<file path="src/rtl/alu_mdu_seq.sv">
// Multi-cycle EX unit: RV32I ALU (1 cycle) plus RV32M shift-add multiplier and restoring divider.
// Build option ALU_MDU_DIV_EN includes the divider; without it divide ops return 0 in one cycle.
module alu_mdu_seq #(
  parameter int XLEN    = 32,
  parameter int SHAMT_W = $clog2(XLEN)
) (
  input  logic            clk,
  input  logic            rst,
  input  logic            in_valid,
  output logic            in_ready,
  input  logic [6:0]      funct7,
  input  logic [2:0]      funct3,
  input  logic [XLEN-1:0] a,
  input  logic [XLEN-1:0] b,
  output logic            out_valid,
  input  logic            out_ready,
  output logic [XLEN-1:0] result,
  output logic [3:0]      flags
);

  localparam int               CNT_W     = $clog2(XLEN + 1);
  localparam logic [CNT_W-1:0] LAST_ITER = CNT_W'(XLEN - 1);
  localparam logic [XLEN-1:0]  XLEN_MIN  = {1'b1, {(XLEN-1){1'b0}}};

  typedef enum logic [1:0] {IDLE, BUSY, DONE} state_t;

  state_t state, state_next;
  logic   accept, needs_iter;

  function automatic logic [3:0] m_flags(input logic [XLEN-1:0] r);
    return {2'b00, r[XLEN-1], (r == '0)};
  endfunction

  // ---------------- base ALU ----------------
  logic                   is_m, sub;
  logic [XLEN-1:0]        b_add, sum, alu_res;
  logic signed [XLEN-1:0] sra_res;
  logic                   carry, flag_v, flag_n, flag_z;
  logic [SHAMT_W-1:0]     shamt;

  assign is_m         = (funct7 == 7'b0000001);
  assign sub          = funct7[5] | (funct3 == 3'b010) | (funct3 == 3'b011);
  assign b_add        = sub ? ~b : b;
  assign {carry, sum} = {1'b0, a} + {1'b0, b_add} + {{XLEN{1'b0}}, sub};
  assign flag_n       = sum[XLEN-1];
  assign flag_z       = (sum == '0);
  assign flag_v       = (a[XLEN-1] ^ sum[XLEN-1]) & ~(a[XLEN-1] ^ b[XLEN-1] ^ sub);
  assign shamt        = b[SHAMT_W-1:0];
  // Kept as its own signed net so the arithmetic shift is not demoted to logical.
  assign sra_res      = $signed(a) >>> shamt;

  always_comb begin
    case (funct3)
      3'b000:  alu_res = sum;
      3'b001:  alu_res = a << shamt;
      3'b010:  alu_res = {{(XLEN-1){1'b0}}, flag_n ^ flag_v};
      3'b011:  alu_res = {{(XLEN-1){1'b0}}, ~carry};
      3'b100:  alu_res = a ^ b;
      3'b101:  alu_res = funct7[5] ? sra_res : (a >> shamt);
      3'b110:  alu_res = a | b;
      default: alu_res = a & b;
    endcase
  end

  // ---------------- M-op operand preparation ----------------
  logic            a_sgn, b_sgn, a_neg, b_neg;
  logic [XLEN-1:0] a_mag, b_mag;

  assign a_sgn = funct3[2] ? ~funct3[0] : (funct3[1:0] != 2'b11);
  assign b_sgn = funct3[2] ? ~funct3[0] : ~funct3[1];
  assign a_neg = a_sgn & a[XLEN-1];
  assign b_neg = b_sgn & b[XLEN-1];
  assign a_mag = a_neg ? -a : a;
  assign b_mag = b_neg ? -b : b;

`ifdef ALU_MDU_DIV_EN
  logic            div_quick;
  logic [XLEN-1:0] div_quick_res;

  // Divide-by-zero and signed overflow have fixed answers, so they bypass the iteration.
  assign div_quick     = (b == '0) | (~funct3[0] & (a == XLEN_MIN) & (b == '1));
  assign div_quick_res = (b == '0) ? (funct3[1] ? a : '1) : (funct3[1] ? '0 : XLEN_MIN);
  assign needs_iter    = is_m & ~(funct3[2] & div_quick);
`else
  assign needs_iter    = is_m & ~funct3[2];
`endif

  // ---------------- iteration datapath ----------------
  // acc: product high half / partial remainder; lo: multiplier / dividend-then-quotient.
  logic [XLEN-1:0]   acc, lo, opnd;
  logic [2:0]        op_f3;
  logic              neg_q;
  logic [CNT_W-1:0]  cnt;
  logic [XLEN:0]     mul_sum;
  logic [2*XLEN-1:0] prod;
  logic [XLEN-1:0]   acc_step, lo_step, m_res;
`ifdef ALU_MDU_DIV_EN
  logic              neg_r;
  logic [XLEN:0]     rem_shift;
`endif

  always_comb begin
    mul_sum  = {1'b0, acc} + (lo[0] ? {1'b0, opnd} : '0);
    acc_step = mul_sum[XLEN:1];
    lo_step  = {mul_sum[0], lo[XLEN-1:1]};
    prod     = {acc_step, lo_step};
    if (neg_q) prod = -prod;
    m_res    = (op_f3[1:0] == 2'b00) ? prod[XLEN-1:0] : prod[2*XLEN-1:XLEN];
`ifdef ALU_MDU_DIV_EN
    rem_shift = {acc, lo[XLEN-1]};
    if (op_f3[2]) begin
      if (rem_shift >= {1'b0, opnd}) begin
        acc_step = rem_shift[XLEN-1:0] - opnd;
        lo_step  = {lo[XLEN-2:0], 1'b1};
      end else begin
        acc_step = rem_shift[XLEN-1:0];
        lo_step  = {lo[XLEN-2:0], 1'b0};
      end
      if (op_f3[1]) m_res = neg_r ? -acc_step : acc_step;
      else          m_res = neg_q ? -lo_step : lo_step;
    end
`endif
  end

  // NOTE: the iteration registers have no reset; every accept loads them before BUSY reads them.
  always_ff @(posedge clk) begin
    if (accept) begin
      op_f3 <= funct3;
      neg_q <= a_neg ^ b_neg;
      acc   <= '0;
      lo    <= funct3[2] ? a_mag : b_mag;
      opnd  <= funct3[2] ? b_mag : a_mag;
`ifdef ALU_MDU_DIV_EN
      neg_r <= a_neg;
`endif
    end else if (state == BUSY) begin
      acc <= acc_step;
      lo  <= lo_step;
    end
  end

  // ---------------- result / flags / iteration count ----------------
  always_ff @(posedge clk) begin
    if (rst) begin
      result <= '0;
      flags  <= '0;
      cnt    <= '0;
    end else if (accept) begin
      cnt <= '0;
      if (!is_m) begin
        result <= alu_res;
        flags  <= {flag_v, carry, flag_n, flag_z};
      end else if (funct3[2]) begin
`ifdef ALU_MDU_DIV_EN
        if (div_quick) begin
          result <= div_quick_res;
          flags  <= m_flags(div_quick_res);
        end
`else
        result <= '0;
        flags  <= 4'b0001;
`endif
      end
    end else if (state == BUSY) begin
      cnt <= cnt + CNT_W'(1);
      if (cnt == LAST_ITER) begin
        result <= m_res;
        flags  <= m_flags(m_res);
      end
    end
  end

  // ---------------- control FSM ----------------
  // NOTE: sequential state uses non-blocking assignments so every flop samples pre-edge values.
  always_ff @(posedge clk) begin
    if (rst) state <= IDLE;
    else     state <= state_next;
  end

  assign accept = in_valid & in_ready;

  // NOTE: every output of this block gets a default first, so no path can infer a latch.
  always_comb begin
    state_next = state;
    in_ready   = 1'b0;
    out_valid  = 1'b0;
    case (state)
      IDLE: begin
        in_ready = 1'b1;
        if (in_valid) state_next = needs_iter ? BUSY : DONE;
      end
      BUSY: if (cnt == LAST_ITER) state_next = DONE;
      DONE: begin
        out_valid = 1'b1;
        if (out_ready) state_next = IDLE;
      end
      default: state_next = IDLE;
    endcase
  end

endmodule
</file>
<file path="config.mk">
export PLATFORM = sky130hd
export DESIGN_NAME = alu_mdu_seq
export DESIGN_NICKNAME = d
export VERILOG_FILES = /design/src/rtl/alu_mdu_seq.sv
export SDC_FILE = /design/constraint.sdc
export NUM_CORES = 1
export LEC_CHECK = 0
export BUFFER_PORTS_ARGS = -buffer_cell sky130_fd_sc_hd__buf_2
export CAP_MARGIN = 10
export CORE_ASPECT_RATIO = 1.75
export CORE_MARGIN = 2
export CORE_UTILIZATION = 58
export CTS_BUF_LIST = sky130_fd_sc_hd__clkbuf_4 sky130_fd_sc_hd__clkbuf_8
export CTS_CLUSTER_DIAMETER = 120
export CTS_CLUSTER_SIZE = 24
export DETAILED_ROUTE_END_ITERATION = 16
export PLACE_DENSITY = 0.8
export SLEW_MARGIN = 10
export SYNTH_ARGS = -nofsm -noshare
export SYNTH_HDL_FRONTEND = slang
export SYNTH_SLANG_ARGS = --single-unit
</file>
<file path="constraint.sdc">
create_clock -name clk -period 5.58 [get_ports clk]
set_input_delay 0.837 -clock clk [delete_from_list [all_inputs] [get_ports clk]]
set_output_delay 0.837 -clock clk [all_outputs]
set_load 0.05 [all_outputs]
</file>
==> impl_results.md <==
- Clk_lat worst skew: 500 ps
- WP data arrival: 5780 ps
- Register area share after synthesis: 0.189
- Fin. max-slew vios: 0
- Status: completed
- DP Wirelength: 63700 um
- Hold WS: 469 ps
- Register Area: 3530 um^2
- Antenna violations before repair: 1
- Final hold vios: 0
- # IOs: 116
- Grt met2 use: 0.796
- Postcts setup bufs: 0
- Deepest clock path buffer count: 2
- CP max FO: 6
- Area of the multi-input gates: 14100 um^2
- Clk_skew: 19.5 ps
- CP max-delay cell: o41ai_1
- WHS Endpoint: acc[24]
- CTS sink cnt: approximately 140
- Setup TNS: 0 ps
- Synthesized instance count: 2589
- R2r endpoint: result[31]
- RSZ-0062 raised after global routing: no
- Global Route met1 Usage: 0.494
- Synth cell types: 92
- Antenna-violating nets left: 0
- Largest net degree at the start of global routing: 76
- HP Start: acc[24]
- Detailed-route via count: 21400
- Final nets: between 2000 and 3000
- Starting Density: 0.583
- Tot GR Track Use: 0.477
- Num rows: 87
- Power Density: 211 nW/um^2
- Max Clk Rate: 0.187 GHz
- Top post-synthesis cells by area: edfxtp_1 (11%), ha_1 (8.8%), dfxtp_1 (8.1%)
- DP Worst Slack: -75.2 ps
- CP Launch Type: input pin
- Clock transition at the registers of the reported paths: 90 ps
- Core area: approximately 32000 um^2
- H-tree depth: 4
- Area growth syn-to-layout: 7.92%
- Final min period: between 5000 and 6000 ps
- Global Route met3 Usage: 0.0973
- Fill cells: 2990
- Reg2reg start: lo[0]
- Post-layout util: 0.630
- EDFF count, synth: 67
- Worst path required time: 6010 ps
- DRT Wirelength: 82000 um
- Worst reg2reg setup slack: slightly above 400 ps
- Hold Path Class: reg2reg
- Dpl cell area: 19700 um^2
- Residual DRC: 0
- Global route hottest layer: met2
- CTS tree: yes
- Worst Setup End Kind: flop
- Die extent in y: 241 um
- Max incr delay on CP: 730 ps
- Yosys reg bits: around 140
- DRT iter0 DRCs: 2444
- Post-Syn Nets: roughly 2800
- Worst hold stages: 2
- Num CTS Buffers: 17
- # port buffers: 115
- Post-route cell area: 20200 um^2
- Period utilization: 0.959
- VDD IR max: 206 uV
- Via density: between 7 and 8
- Root Driver: clkbuf_8
- Vias in the first global route: 20600
- Synth Area per Inst: 7.21 um^2
- Worst-path cell chain: buf_2 > nor2b_1 > nor2_4 > xnor2_1 > fa_1 > a21o_1 > a311o_1 > a2111o_1 > o221ai_1 > mux2_2 > nor4_1 > nand4_1 > and4b_1 > nand3_1 > o41ai_1 > a31oi_1 > o2bb2ai_1
- Final Wtd Congestion: 1.12
- Post-synth ARST share: 0
- Worst slew pin tran: 1310 ps
- Ys Warns: 0
- Final setup fails: 0
- Setup CP Type: in2reg
- Worst relative slew slack: 0.126
- Static Leak: 8.23 nW
- Chip width: 140 um
- First-pass GRT wire length: 122000 um
- Drt wl/cell: 27.0 um
- DRT Pass-1 Iters: 7
- Share of the synthesized area in the top cell type: 0.108
- GRT overflow: 0
- Area leader, netlist: edfxtp_1
- Max-cap viol count: 0
- Post-synthesis cell area: 18700 um^2
- DIE AREA: 33700 um^2
- Main synth FF type: dfxtp_1
- FF-to-FF path depth: 17
- Layout cells sized above 1: 0.110
- Final worst slack: 230 ps
==> power by group <==
| group | switching (mW) | total (mW) | internal (mW) |
|---|---|---|---|
| Combinational | 1.38 | 2.06 | 0.682 |
| Sequential | 0.0656 | 1.26 | 1.19 |
| Clock | 0.460 | 0.921 | 0.462 |
| Total | 1.91 | 4.24 | 2.34 |
==> cell families after synthesis <==
logic type | after synthesis | synth area share
AOI/OAI and AO/OA | 864 | 0.293
xor gates and xnor gates | 196 | 0.0919
adders and majority gates | 134 | 0.0906
buffers and inverters | 279 | 0.0570
DFF | 143 | 0.189
muxes | 107 | 0.0631
and+or+nand+nor | 866 | 0.215
==> how the worst max path moves through the flow <==
stage               depth (start not counted)         end  startpoint
finish                                     17    flags[0]   funct3[1]
global route                               19  result[31]       lo[0]
global placement                           17    flags[0]   funct3[1]
floorplan                                  19    flags[0]   funct7[5]
CTS                                        17    flags[0]   funct3[1]
detailed placement                         17    flags[0]   funct3[1]
==> worst max-delay path, delay by kind of cell <==
| kind | cells | cell delay, ps |
|---|---|---|
| AOI/OAI and AO/OA | 7 | 2180 |
| buffers and inverters | 1 | 110 |
| muxes | 1 | 390 |
| xor gates and xnor gates | 1 | 170 |
| and+or+nand+nor | 6 | 1650 |
| adders and majority gates | 1 | 450 |
==> per-layer routing <==
layer,part of all wire,vias to the layer above,routed length [um]
met5,0,-,0
met3,0.088,518,7260
met4,0.12,0,10000
met1,0.33,9858,26900
li1,-,9545,-
met2,0.46,1464,37900
==> registers in the layout, indices dropped and copies added, names as in the netlist <==
name    flops
result     32
acc        32
opnd       32
lo         32
flags       4
neg_q       1
state       2
op_f3       2
cnt         6
==> layout make-up <==
class | instances | area share
Antenna cell | 2 | 0.000248
Clock buffer | 18 | 0.0123
Clock inverter | 14 | 0.00888
Inverter | 100 | 0.0186
Multi-Input combinational cell | 2167 | 0.701
Sequential cell | 143 | 0.175
Tap cell | 400 | 0.0248
Timing Repair Buffer | 194 | 0.0587
==> per-stage QoR <==
step / total power [mW] / instances
global route: 4.42 / 3037
detailed placement: 3.25 / 3004
global placement: 3.22 / 3004
finish: 4.24 / 3038
CTS: 4.16 / 3036
floorplan: 2.62 / 2589
==> layout by cell type, fill, tap and decap left out, types with 76 or more instances in the layout <==
cell type  synthesis  routed
mux2i_1           85      85
xnor2_1          148     148
dfxtp_1           76      76
nor2_1           306     304
buf_2              4     114
o21ai_0          243     243
inv_1             96      93
a21oi_1          248     247
ha_1             132     132
buf_4              3      79
nand2_1          250     249
==> synth_stat cells, types with 16 or more instances <==
library cell,number
nand2_1,250
o21ai_0,243
buf_1,28
mux2i_1,85
edfxtp_1,67
a21oi_1,248
and2_1,46
xor2_1,48
a211oi_1,36
a31oi_1,24
nor2_1,306
nand2b_1,18
xnor2_1,148
nor3_1,53
a21o_1,43
nand4_1,28
o31ai_1,33
inv_1,96
nand3_1,57
o211ai_1,40
dfxtp_1,76
o221ai_1,16
ha_1,132
clkbuf_1,144
nor4_1,22
==> timing repair <==
| item | 4_1_cts | 5_1_grt |
|---|---|---|
| hold buffers | 0 | 0 |
| resized for setup | 0 | 1 |
| hold endpoints to repair | 0 | 0 |
| setup endpoints to repair | 0 | 1 |
Power figures use the tool's default switching activity.
